===== config.mk =====
export PLATFORM = sky130hd
export DESIGN_NAME = ddram_arbiter
export DESIGN_NICKNAME = d
export VERILOG_FILES = /design/src/rtl/bexkat_pkg.sv /design/src/rtl/ddram_arbiter.sv
export SDC_FILE = /design/constraint.sdc
export NUM_CORES = 1
export LEC_CHECK = 0
export BUFFER_PORTS_ARGS = -buffer_cell sky130_fd_sc_hd__clkbuf_2
export CORE_AREA = 4 4 169 171
export DETAILED_ROUTE_END_ITERATION = 12
export DIE_AREA = 0 0 173 175
export PLACE_DENSITY_LB_ADDON = 0.05
export SYNTH_ARGS = -nofsm -noshare
export SYNTH_HDL_FRONTEND = slang
export SYNTH_SLANG_ARGS = --single-unit

===== constraint.sdc =====
create_clock -name clk -period 3.7 [get_ports clk]
set_input_delay 0.74 -clock clk [delete_from_list [all_inputs] [get_ports clk]]
set_output_delay 0.74 -clock clk [all_outputs]
set_load 0.01 [all_outputs]

===== src/rtl/bexkat_pkg.sv =====
// bexkat_pkg: shared types, widths and grant choice for the DDRAM arbiter
package bexkat_pkg;

    typedef enum logic [1:0] {IDLE, CMD, RDATA} state_t;
    typedef enum logic {VID, CPU} owner_t;

    localparam int DDR_DATA_W = 64;
    localparam int DDR_BE_W   = 8;

    // Urgent video wins; otherwise alternate on contention, else the sole requester
    function automatic owner_t pick_grant(input logic vid, input logic cpu, input logic urgent,
                                          input owner_t last);
        return (urgent && vid) ? VID :
               (vid && cpu)    ? ((last == VID) ? CPU : VID) :
               vid             ? VID : CPU;
    endfunction

endpackage


===== src/rtl/ddram_arbiter.sv =====
// ddram_arbiter: shares one DDRAM port between video burst reads and CPU single beats
module ddram_arbiter
    import bexkat_pkg::*;
#(
    parameter int VID_BURST = 8,
    parameter int ADDR_W    = 29
) (
    input  logic                  clk,
    input  logic                  reset_n,
    input  logic                  vid_req,
    input  logic                  vid_urgent,
    input  logic [ADDR_W-1:0]     vid_addr,
    output logic                  vid_ack,
    output logic [DDR_DATA_W-1:0] vid_data,
    output logic                  vid_valid,
    input  logic                  cpu_req,
    input  logic                  cpu_we,
    input  logic [ADDR_W-1:0]     cpu_addr,
    input  logic [DDR_BE_W-1:0]   cpu_be,
    input  logic [DDR_DATA_W-1:0] cpu_wdata,
    output logic [DDR_DATA_W-1:0] cpu_rdata,
    output logic                  cpu_ack,
    input  logic                  ddram_busy,
    output logic [7:0]            ddram_burstcnt,
    output logic [ADDR_W-1:0]     ddram_addr,
    output logic                  ddram_rd,
    output logic                  ddram_we,
    output logic [DDR_DATA_W-1:0] ddram_din,
    output logic [DDR_BE_W-1:0]   ddram_be,
    input  logic [DDR_DATA_W-1:0] ddram_dout,
    input  logic                  ddram_dout_ready
);

    localparam logic [7:0] LAST_BEAT = 8'(VID_BURST - 1);

    state_t     state;
    owner_t     owner;
    owner_t     last_grant;
    owner_t     pick;
    logic [7:0] count;
    logic       want_vid;
    logic       want_cpu;

    // A requester still sees its own ack this cycle and has not dropped req yet
    assign want_vid = vid_req && !vid_ack;
    assign want_cpu = cpu_req && !cpu_ack;
    assign pick     = pick_grant(want_vid, want_cpu, vid_urgent, last_grant);

    // Arbitration FSM: grant in IDLE, hold command against busy, collect read beats
    always_ff @(posedge clk) begin
        if (!reset_n) begin
            state          <= IDLE;
            owner          <= VID;
            last_grant     <= VID;
            count          <= '0;
            vid_ack        <= 1'b0;
            vid_data       <= '0;
            vid_valid      <= 1'b0;
            cpu_rdata      <= '0;
            cpu_ack        <= 1'b0;
            ddram_burstcnt <= '0;
            ddram_addr     <= '0;
            ddram_rd       <= 1'b0;
            ddram_we       <= 1'b0;
            ddram_din      <= '0;
            ddram_be       <= '0;
        end else begin
            vid_ack   <= 1'b0;
            vid_valid <= 1'b0;
            cpu_ack   <= 1'b0;
            case (state)
                IDLE: if (want_vid || want_cpu) begin
                    state          <= CMD;
                    owner          <= pick;
                    last_grant     <= pick;
                    ddram_addr     <= (pick == VID) ? vid_addr : cpu_addr;
                    ddram_burstcnt <= (pick == VID) ? 8'(VID_BURST) : 8'd1;
                    ddram_be       <= (pick == VID) ? '1 : cpu_be;
                    ddram_din      <= cpu_wdata;
                    ddram_rd       <= (pick == VID) || !cpu_we;
                    ddram_we       <= (pick == CPU) && cpu_we;
                end
                CMD: if (!ddram_busy) begin
                    ddram_rd <= 1'b0;
                    ddram_we <= 1'b0;
                    count    <= '0;
                    vid_ack  <= (owner == VID);
                    cpu_ack  <= ddram_we;
                    state    <= ddram_we ? IDLE : RDATA;
                end
                RDATA: if (ddram_dout_ready) begin
                    if (owner == VID) begin
                        vid_data  <= ddram_dout;
                        vid_valid <= 1'b1;
                        count     <= count + 8'd1;
                        if (count == LAST_BEAT) state <= IDLE;
                    end else begin
                        cpu_rdata <= ddram_dout;
                        cpu_ack   <= 1'b1;
                        state     <= IDLE;
                    end
                end
                default: state <= IDLE;
            endcase
        end
    end

endmodule


== Word level (Yosys, flattened, before mapping) ==
Index checks and enable logic that the tools add are counted.
Operators by class
  reduce and logical (&&, ||, !) cells: 21
  eq/ne operators: 8
  add/sub/neg operators: 1
  multiplexer cells: 27
  bitwise logic cells: 4
Operators by type and width (number)
  two-way mux 8 bit: 4
  two-way mux 29 bit: 1
  one-hot mux 8 bit (2 select lines): 1
  two-way mux 2 bit: 6
  AND reduction 3 bit: 4
  two-way mux 1 bit: 10
  adder 8 x 1 -> 8 bit (second input constant): 1
  == test 8 x 3 -> 1 bit (second input constant): 1
  inequality test 2 bit (second input constant): 4
  AND reduction 4 bit: 2
  one-hot mux 1 bit (2 select lines): 3
  one-hot mux 2 bit (3 select lines): 1
  logical AND 1 bit: 5
  two-way mux 4 bit: 1
  NOT 1 bit: 4
  nonzero test 2 bit: 2
  logical NOT 1 bit: 3
  inequality test 3 bit (second input constant): 1
  OR reduction 3 bit: 1
  == test 2 x 1 -> 1 bit (second input constant): 1
  == test 2 bit (second input constant): 1
  logical NOT 2 bit: 1
  logical OR 1 bit: 2
  AND reduction 2 bit: 1
Storage, ports and cells
  word-level logic and storage cells: 75
  bits in registers: 253
  output and inout bits: 242
  input bits: 202

== Depth between registers and ports, before layout ==
  depth in word-level cells: 9
  depth in mapped cells: 9
  gate-level depth less buffers: 6

== Worst setup path before layout ==
OpenSTA, ideal clock, no wires.
  path type: in2reg
  start: in vid_req
  end: reg ddram_addr[18]
  path buffers: 2
  required time: 3575 ps
  path slack: 1845 ps
  arrival time: 1730 ps
  stages: 6
  cell sequence: inv_1 o311a_1 buf_2 buf_2 a222oi_1 nor2b_1
On the way
  word-level cells in the longest chain between the ends: 5
  elaborated cells on any way between the ends: 9
  classes of those cells: 4 x mux; 5 x reduce/logical
RTL lines
  start: declaration: RTL line ddram_arbiter.sv:10  | input logic vid_req,
  logical AND 1 bit (*): RTL line ddram_arbiter.sv:45  | assign want_vid = vid_req && !vid_ack;
  two-way mux 1 bit / logical AND 1 bit (equally long branches): RTL line bexkat_pkg.sv:15, bexkat_pkg.sv:14
  two-way mux 1 bit: RTL line bexkat_pkg.sv:14  | (vid && cpu) ? ((last == VID) ? CPU : VID) :
  two-way mux 1 bit: RTL line bexkat_pkg.sv:13  | return (urgent && vid) ? VID :
  two-way mux 29 bit: RTL line ddram_arbiter.sv:76  | ddram_addr <= (pick == VID) ? vid_addr : cpu_addr;
  end signal: assignment: RTL line ddram_arbiter.sv:76
  end: declaration: RTL line ddram_arbiter.sv:25  | output logic [ADDR_W-1:0] ddram_addr,
Every way passes the cells marked *; elsewhere a longest branch is shown, timed or not.
A chain may end at the register's enable or synchronous reset.

== Final worst setup path ==
  start: reg state[0]
  end: reg count[4]
On the way
  word-level cells in the longest chain between the ends: 3
  elaborated cells on any way between the ends: 8
  classes of those cells: 5 x eq/ne; 1 x mux; 2 x reduce/logical
RTL lines
  start: declaration: RTL line ddram_arbiter.sv:36  | state_t state;
  start signal: assignment: RTL line ddram_arbiter.sv:89  | state <= ddram_we ? IDLE : RDATA;
  == test 2 bit / == test 2 x 1 -> 1 bit (equally long branches): RTL line ddram_arbiter.sv:71  | case (state)
  inequality test 2 bit (no source line) / nonzero test 2 bit (equally long branches)
  AND reduction 4 bit (no source line)
  end signal: assignment: RTL line ddram_arbiter.sv:95  | count <= count + 8'd1;
  end: declaration: RTL line ddram_arbiter.sv:40  | logic [7:0] count;
Several ways; a longest one is shown, not always the timed one.

==> metrics.md <==
| Metric | Value |
|---|---|
| Outcome | completed |
| Clock sink total | 246 |
| N_diodes | 0 |
| Die Height | between 150 and 200 um |
| Die area | 0.03028 mm2 |
| # DRC | 0 |
| Internal power | 5.389 mW |
| H-Tree Depth | 1 |
| Share of the synthesized area in the top cell type | 0.5268 |
| Syn avg cell area | just under 9 um2 |
| PortBufs | 437 |
| Hold crit path type | in2reg |
| Row count | 60 |
| Layout area overhead | 35.73% |
| Synth Cell Area | 0.009348 mm2 |
| Flop pwr share | 0.407 |
| Synth Instances | around 1.1k |
| CTS clk-pin slew, worst paths | roughly 0.060 ns |
| # IOs | ~440 |
| Antenna Violating Nets Remaining | 0 |
| Vias in the first global route | 8333 |
| Clock Tree Buf Depth | 3 |
| Max-slew violation count | 0 |
| Area of the core | 0.02688 mm2 |
| Pin count of the biggest net entering global routing | 100 |
| CP Data Arrival Time | around 2.5 ns |
| Clk_skew | 0.009749 ns |
| Psw | 2.410 mW |
| Top post-synthesis cells by area | dfxtp_1, nand2_1, a21boi_0, a222oi_1, nor2b_1 |
| Max IR drop VDD | 0.3811 mV |
| Multi-input gate area | between 0.004 and 0.005 mm2 |
| Synth cell types | 44 |
| Worst EP required | 4.10 ns |
| Most common cell in the netlist | nand2_1 |
| Worst path max stage delay | 0.46 ns |
| TritonCTS clock tree | built |
| PD cells | 614.7 mW/mm2 |
| Crit end category | register |
| First-pass GRT wire length | 47520 um |
| Synth Register Bits | roughly 250 |
| Initial Util | 0.3478 |
| Via count | 8663 |
| Yosys top cell by area | dfxtp_1 |
| Tmin final | 2.136 ns |
| Max-cap violations | 0 |
| Clock power share | 0.356 |
| Setup CP Type | reg2reg |
| Initial antenna violation count | 0 |
| Post-synth EDFFs | 0 |
| Critical path buffers and inverters | 2 |
| Post-CTS Resized | 0 |
| Via-to-Cell Ratio | 4.755 |
| Initial drt markers | between 400 and 500 |
| Ys Warns | 0 |
| CTS root buf | clkbuf_16 |
| Combinational share of power | 0.237 |
| P_leak | 5.529 nW |
| Main flop type after synthesis | dfxtp_1 |
| Fillcell total | 2779 |
| Gpl congestion | between 0.7 and 0.8 |
| Total track usage | 0.1918 |
| Tcrit/Tclk final | 0.5773 |
| CP Cell Sequence | inv_1 -> ha_1 -> and3b_2 -> buf_4 -> o2111ai_1 -> xor2_1 -> nor2_1 |
| DP Worst Slack | ~1.3 ns |
| Critical path peak fanout | 40 |
| Switching fraction of total power | 0.3090 |
| Hold_buf cts | 0 |
| Storage cell area | 0.004925 mm2 |
| Die X | 173 um |
| Largest delay contributor family on the critical path | buffers and inverters |
| Worst hold slack | about 0.43 ns |
| CP startpoint kind | register |
| FMAX | 468.2 MHz |
| Post-DR wirelength/cell | approximately 17 um |
| Final Hold Fails | 0 |
| Worst slew pin tran | 0.5659 ns |
| Slew margin rel. | 0.6227 |
| Gr ovfl total | 0 |
| Commonest cells in the synthesized netlist | nand2_1, dfxtp_1, a21boi_0 |
| Register area share after synthesis | 0.5268 |
| Layout cell share with drive strength beyond 1 | 0.3423 |
| Worst Slack Setup Final | 1.564 ns |
| RSZ-0062 raised after global routing | false |
| Pwr Total | about 7.8 mW |
| Setup Total Neg Slack | 0 ns |
| Fin nets | 1666 |
| Endpoints failing setup | 0 |
| DRT Pass-1 Iters | 6 |
| Asr flop ratio synth | 0 |
| Post-DP HPWL | 21830 um |
| Clock Latency Late Sink | about 0.53 ns |
| Fin util | 0.4721 |
| Worst path slowest cell | buf_4 |
| CTS Buf Count | 28 |
| Setup bufs post-CTS | 0 |
| Routed WL | 31200 um |
-- metal layers --
layer / vias up / GRT usage / share of wire
met2: 322 / 0.3250 / 0.47
met1: 3941 / 0.2374 / 0.42
li1: 4335 / - / -
met3: 65 / 0.05106 / 0.069
met4: 0 / 0.06485 / 0.035
met5: - / 0 / 0
-- cell usage in the layout, fill, tap and decap left out, types with 2 or more instances in the layout --
cell type	n
a21boi_0	181
a21boi_1	13
a21oi_1	4
a222oi_1	29
and2_1	2
buf_12	6
buf_4	6
bufinv_16	2
clkbuf_1	10
clkbuf_16	29
clkbuf_2	436
clkbuf_8	6
clkinv_2	4
conb_1	6
dfxtp_1	246
ha_1	4
inv_1	6
mux2i_1	2
nand2_1	397
nand2b_1	2
nand3b_1	4
nand4_1	2
nor2_1	5
nor2b_1	33
nor4_1	2
o211ai_1	2
o21a_1	2
o21ai_0	4
o221a_2	9
or3_1	3
or4_1	2
xor2_1	2
-- final timing paths --
path | cells past startpoint | endpoint | slack, ns | from
worst max-delay path | 7 | count[4] | 1.56 | state[0]
worst min-delay path | 3 | ddram_din[6] | 0.43 | cpu_wdata[6]
worst max register to register | 7 | count[4] | 1.56 | state[0]
worst min register to register | 2 | ddram_din[12] | 0.45 | ddram_din[12]
-- cell families after synthesis --
group	count (synthesis)	synth area share
adder cells (fa/ha/maj)	4	0.005354
AO/OA/AOI/OAI	255	0.2150
buffers and inverters	96	0.04658
XOR/XNOR	2	0.001874
multiplexers	2	0.002142
flip-flops	246	0.5268
other	1	0.0004012
AND/OR/NAND/NOR	460	0.2018
-- power by group through the flow --
stage          logic, mW  registers [mW]  clock network (mW)
2_1_floorplan      0.979            3.36                   0
3_3_place_gp        1.87            3.23                   0
3_5_place_dp        1.88            3.23                   0
4_1_cts             1.88            3.18                2.87
5_1_grt             2.03            3.22                2.96
6_report            1.85            3.18                2.78
-- registers in the layout, summed over array words and instances (netlist names) --
signal	count
count	8
cpu_ack	1
cpu_rdata	64
ddram_addr	29
ddram_be	8
ddram_burstcnt	2
ddram_din	64
ddram_rd	1
ddram_we	1
state	2
vid_ack	1
vid_data	64
vid_valid	1
-- layout make-up --
type / count / share of cell area
inverters: 6 / 0.001775
clock inverters: 6 / 0.006312
flip-flops and latches: 246 / 0.3882
clock buffers: 45 / 0.06667
well taps: 341 / 0.03363
repair buffers: 449 / 0.1859
multi-input cells: 729 / 0.3176
-- worst register-to-register path, delay by kind of cell, from the launching register on --
kind            cells  cell delay (ns)
xor+xnor            1             0.15
compound gates      1             0.21
simple gates        2             0.44
flops               1             0.32
fa+ha+maj           1             0.35
buf+inv             2             0.54
-- through the flow --
| step | instance area (um2) | cells |
|---|---|---|
| 4_1_cts | 12690 | 1822 |
| 3_5_place_dp | 11760 | 1771 |
| 5_1_grt | 12690 | 1822 |
| 6_report | 12690 | 1822 |
| 2_1_floorplan | 9366 | 1071 |
| 3_3_place_gp | 11760 | 1771 |
Note: power is estimated with default switching activity, not from simulation.
